--- src/rtl/alu_exec_unit.sv ---
// Execute stage: single-cycle add/sub/logic ops plus iterative one-bit-per-cycle shifts,
// with valid/ready handshakes on both sides and registered result and condition flags.
module alu_exec_unit #(
   parameter int unsigned WIDTH   = 32,
   parameter int unsigned SHAMT_W = 5
) (
   input  logic             clk,
   input  logic             rst,
   input  logic             flush,
   input  logic             in_valid,
   output logic             in_ready,
   input  logic [2:0]       ALU_Control,
   input  logic [WIDTH-1:0] A,
   input  logic [WIDTH-1:0] B,
   output logic             out_valid,
   input  logic             out_ready,
   output logic [WIDTH-1:0] Result,
   output logic             Zero,
   output logic             Negative,
   output logic             Carry,
   output logic             Overflow
);

   typedef enum logic [1:0] {StIdle, StShift, StDone} state_e;

   state_e             state_q;
   logic [WIDTH-1:0]   work_q;
   logic [SHAMT_W-1:0] cnt_q;
   logic               shift_left_q;

   logic               accept;
   logic               is_shift;
   logic               sub_op;
   logic [SHAMT_W-1:0] shamt;
   logic [WIDTH-1:0]   b_eff;
   logic [WIDTH:0]     sum;
   logic [WIDTH-1:0]   comb_res;
   logic               comb_c;
   logic               comb_v;
   logic [WIDTH-1:0]   work_next;

   // The last term can only matter if DONE is ever entered without a valid result.
   assign in_ready = !flush && ((state_q == StIdle) ||
                                (state_q == StDone && out_ready) ||
                                (state_q == StDone && !out_valid));
   assign accept   = in_valid && in_ready;

   always_comb begin
      shamt     = B[SHAMT_W-1:0];
      is_shift  = (ALU_Control == 3'b101) || (ALU_Control == 3'b110);
      sub_op    = (ALU_Control == 3'b001);
      b_eff     = sub_op ? ~B : B;
      sum       = {1'b0, A} + {1'b0, b_eff} + (WIDTH+1)'(sub_op);
      work_next = shift_left_q ? (work_q << 1) : (work_q >> 1);
      comb_res  = sum[WIDTH-1:0];
      comb_c    = 1'b0;
      comb_v    = 1'b0;
      case (ALU_Control)
         3'b001: begin
            comb_c = sum[WIDTH];
            comb_v = (A[WIDTH-1] != B[WIDTH-1]) && (sum[WIDTH-1] != A[WIDTH-1]);
         end
         3'b010:         comb_res = A & B;
         3'b011:         comb_res = A | B;
         3'b100:         comb_res = A ^ B;
         // Only reached with a zero shift amount; the result is A unchanged.
         3'b101, 3'b110: comb_res = A;
         default: begin
            comb_c = sum[WIDTH];
            comb_v = (A[WIDTH-1] == B[WIDTH-1]) && (sum[WIDTH-1] != A[WIDTH-1]);
         end
      endcase
   end

   always_ff @(posedge clk) begin
      if (rst) begin
         state_q      <= StIdle;
         out_valid    <= 1'b0;
         Result       <= '0;
         Zero         <= 1'b1;
         Negative     <= 1'b0;
         Carry        <= 1'b0;
         Overflow     <= 1'b0;
         work_q       <= '0;
         cnt_q        <= '0;
         shift_left_q <= 1'b0;
      end else if (flush) begin
         state_q   <= StIdle;
         out_valid <= 1'b0;
      end else begin
         case (state_q)
            StShift: begin
               work_q <= work_next;
               cnt_q  <= cnt_q - SHAMT_W'(1);
               if (cnt_q == SHAMT_W'(1)) begin
                  Result    <= work_next;
                  Zero      <= (work_next == '0);
                  Negative  <= work_next[WIDTH-1];
                  Carry     <= 1'b0;
                  Overflow  <= 1'b0;
                  state_q   <= StDone;
                  out_valid <= 1'b1;
               end
            end
            default: begin
               if (accept) begin
                  if (is_shift && shamt != '0) begin
                     work_q       <= A;
                     cnt_q        <= shamt;
                     shift_left_q <= (ALU_Control == 3'b101);
                     state_q      <= StShift;
                     out_valid    <= 1'b0;
                  end else begin
                     Result    <= comb_res;
                     Zero      <= (comb_res == '0);
                     Negative  <= comb_res[WIDTH-1];
                     Carry     <= comb_c;
                     Overflow  <= comb_v;
                     state_q   <= StDone;
                     out_valid <= 1'b1;
                  end
               end else if (state_q == StDone && out_ready) begin
                  state_q   <= StIdle;
                  out_valid <= 1'b0;
               end
            end
         endcase
      end
   end

endmodule

--- config.mk ---
export PLATFORM = sky130hd
export DESIGN_NAME = alu_exec_unit
export DESIGN_NICKNAME = d
export VERILOG_FILES = /design/src/rtl/alu_exec_unit.sv
export SDC_FILE = /design/constraint.sdc
export NUM_CORES = 1
export LEC_CHECK = 0
export CAP_MARGIN = 10
export CORE_MARGIN = 2
export CORE_UTILIZATION = 35
export DETAILED_ROUTE_END_ITERATION = 12
export GPL_TIMING_DRIVEN = 0
export HOLD_SLACK_MARGIN = 0.05
export PLACE_DENSITY = 0.56
export SYNTH_ARGS = -nofsm -noshare
export SYNTH_HDL_FRONTEND = slang
export SYNTH_SLANG_ARGS = --single-unit
--- constraint.sdc ---
create_clock -name clk -period 6 [get_ports clk]
set_input_delay 0.6 -clock clk [delete_from_list [all_inputs] [get_ports clk]]
set_output_delay 0.6 -clock clk [all_outputs]
set_load 0.03 [all_outputs]
==> results.yml <==
layout:
  layout.nets: 1530
  postLayoutCoreUtil_pct: 42.9
  seq_area_um2: 1500
  fin_area_um2: 10500
  multiInputGateArea_um2: 6620
  area_growth_pct: 19.9
  num_antenna_cells: 0
  drive_gt1_share_pct: 3.08
  fillerInstances: 2580
clock_network:
  cts_buffer_depth: 2
  post-cts-setup-buffers: 0
  cts_root_buf: "clkbuf_16"
  cts_buffers: 9
  cts_tree: "built"
  cts.sinks: 75
  cts.clk_slew.worst_paths_ns: 0.06
  clock_latency_ns: 0.34
  htree_levels: 3
  ctsHoldBuffers: 0
drt:
  wl_per_cell_um: 23.1
  drc: 0
  via_per_inst: 5.94
  drt_iter0_markers: 808
  wirelength_um: 38900
  vias: 10000
  ant_nets: 0
  first_pass_iters: 7
yosys:
  ys_seq_area_share_pct: 17.1
  syn-num-nets: 1412
  synthFlopType: "dfxtp_1"
  synth-edff-count: 0
  synth_top_cell_by_area: "dfxtp_1"
  yosysWarnings: 0
  synthCells: 1240
  syn_area_per_cell_um2: 7.07
  synthArstFlopShare_pct: 0
  synth_top_area_share_pct: 17.1
  synth_seq_cells: 75
  synth_commonest_cells: "a21oi_1 (158), nand2_1 (131), nor2_1 (129)"
  yosysMostFrequentCell: "a21oi_1"
  synth_area_um2: 8760
  synth_area_leaders: "dfxtp_1 (17%), ha_1 (14%), a21oi_1 (9.0%), mux2i_1 (6.2%), nand2_1 (5.6%)"
  ys_types: 76
floorplanning:
  io_pins: 110
  start_util_pct: 35.8
  core_area_um2: 24500
  die_h_um: 162
  die_w_um: 162
  die_area_um2: 26300
  rows: 57
placed_design:
  gp_congestion: 0.976
  post-place-ws_ns: 0.0273
  portBuffers: 107
  dpl-instance-area_um2: 10200
  hpwl_um: 30800
critical_path:
  crit_path_max_incr_delay_ns: 0.87
  r2r-end: "Result[4]"
  crit_path_end_kind: "flip-flop"
  worstReg2RegStart: "out_valid"
  path_buf_inv: 3
  cp-endpoint: "Zero"
  cp_slowest_cell: "a2111oi_2"
  r2r_slack_ns: 2.88
  path_class: "input pin to flip-flop"
  crit_chain: "clkdlybuf4s50_1 > nor3b_2 > buf_4 > clkdlybuf4s15_1 > xnor2_1 > ha_1 > a21oi_1 > o221ai_1 > a2111oi_2 > a2111oi_2 > nor2_1 > mux2i_1 > a31oi_1 > nor3_1 > nand4_1 > nand2_1"
  worstSetupStartpointType: "input pin"
  cp-startpoint: "ALU_Control[2]"
  crit_arrival_ns: 6.10
  cp_max_fo: 10
  cp.depth: 16
  crit_family: "compound AO/OA/AOI/OAI gates"
  r2r_cells: 7
  crit_required_ns: 6.29
  cpMostUsedCell: "a2111oi_2"
pwr:
  power_leakage_nw: 4.10
  power.density_nw_per_um2: 179
  fin_total_pwr_mw: 1.88
  peakVddDrop_mv: 0.119
timing:
  drv_slew: 0
  slew-limit-headroom_pct: 33.4
  finalSetupViolCount: 0
  tightest_slew_ns: 0.998
  finalHoldViolations: 0
  period_needed_ns: 5.81
  skew_ns: 0.00625
  tns_ns: 0
  rsz0062_at_grt: "false"
  timing.final.crit_share_pct: 96.8
  setup_ws_ns: 0.191
  max_freq_mhz: 172
global_routing:
  grt_max_degree: 12
  grt_pass1_vias: 9598
  grt-ovfl-total: 0
  antenna_found_initial: 0
  track_usage_pct: 29.3
  grt_pass1_wl_um: 58400
hold_path:
  timing.hold.worst.class: "flip-flop to flip-flop"
outcome:
  status: "finished, final reports clean"
job:
  maxCapViolCount: 0
-- per-stage QoR --
stage	hold slack [ns]	std cells
floorplan	0.444	1240
global placement	0.446	1671
detailed placement	0.448	1671
CTS	0.457	1686
global route	0.491	1686
finish	0.456	1686
-- worst min path at each step --
| stage | startpoint | endpoint | depth (start not counted) |
|---|---|---|---|
| after detailed placement | Result[4] | Result[4] | 2 |
| final | Result[4] | Result[4] | 2 |
| after global routing | Result[4] | Result[4] | 2 |
| after floorplan | work_q[21] | work_q[21] | 2 |
| after global placement | Result[21] | Result[21] | 2 |
| after CTS | Result[4] | Result[4] | 2 |
-- power breakdown --
group          switching (mW)  total (mW)  internal, mW
clock                   0.211       0.498         0.287
combinational           0.541       0.850         0.309
sequential             0.0163       0.534         0.517
-- layer usage --
metal	vias up	routed length, um	GRT usage [%]
met1	4736	17200	39.9
met5	-	0	0
li1	4696	-	-
met2	486	16700	45.6
met4	0	1780	12.4
met3	89	3210	5.26
-- state kept, by name, indices dropped and copies added, names as in the netlist --
signal	cells
Carry	1
out_valid	1
state_q	1
Result	32
shift_left_q	1
cnt_q	5
Zero	1
Overflow	1
work_q	32
-- layout make-up --
| cell class | count | area share (%) |
|---|---|---|
| Buffer | 81 | 3.18 |
| Clock buffer | 12 | 2.35 |
| Clock inverter | 3 | 0.143 |
| Inverter | 84 | 3.00 |
| Multi-Input combinational cell | 1000 | 63.0 |
| Sequential cell | 75 | 14.3 |
| Tap cell | 324 | 3.86 |
| Timing Repair Buffer | 107 | 10.2 |
-- tightest hold or removal path, delay by kind of cell, from the launching register on --
family,cells,cell delay [ns]
simple gates,1,0.05
compound gates,1,0.05
flops,1,0.31
-- cells by family after synthesis --
family                     share of synthesized area, %
DFF                                                17.1
and+or+nand+nor                                    22.4
buffers and inverters                              7.34
AOI/OAI and AO/OA                                  28.6
muxes                                              6.30
adders and majority gates                          14.4
xor gates and xnor gates                           3.90
-- repair_timing --
action | in CTS | in global routing
endpoints found under the setup margin | 0 | 1
gates resized for setup | 0 | 1
endpoints found under the hold margin | 0 | 0
-- layout by cell type, fill, tap and decap left out, drive strengths merged, types with 24 or more instances in the layout --
cell type / netlist / final
a211oi: 28 / 28
a21oi: 158 / 158
a31oi: 27 / 27
clkbuf: 64 / 76
clkdlybuf4s50: 0 / 107
dfxtp: 75 / 75
ha: 99 / 99
inv: 83 / 83
mux2i: 54 / 54
nand2: 131 / 131
nand3: 24 / 24
nor2: 129 / 129
o21ai: 48 / 48
xnor2: 34 / 34
No activity file was read; power rests on OpenSTA's default activity.
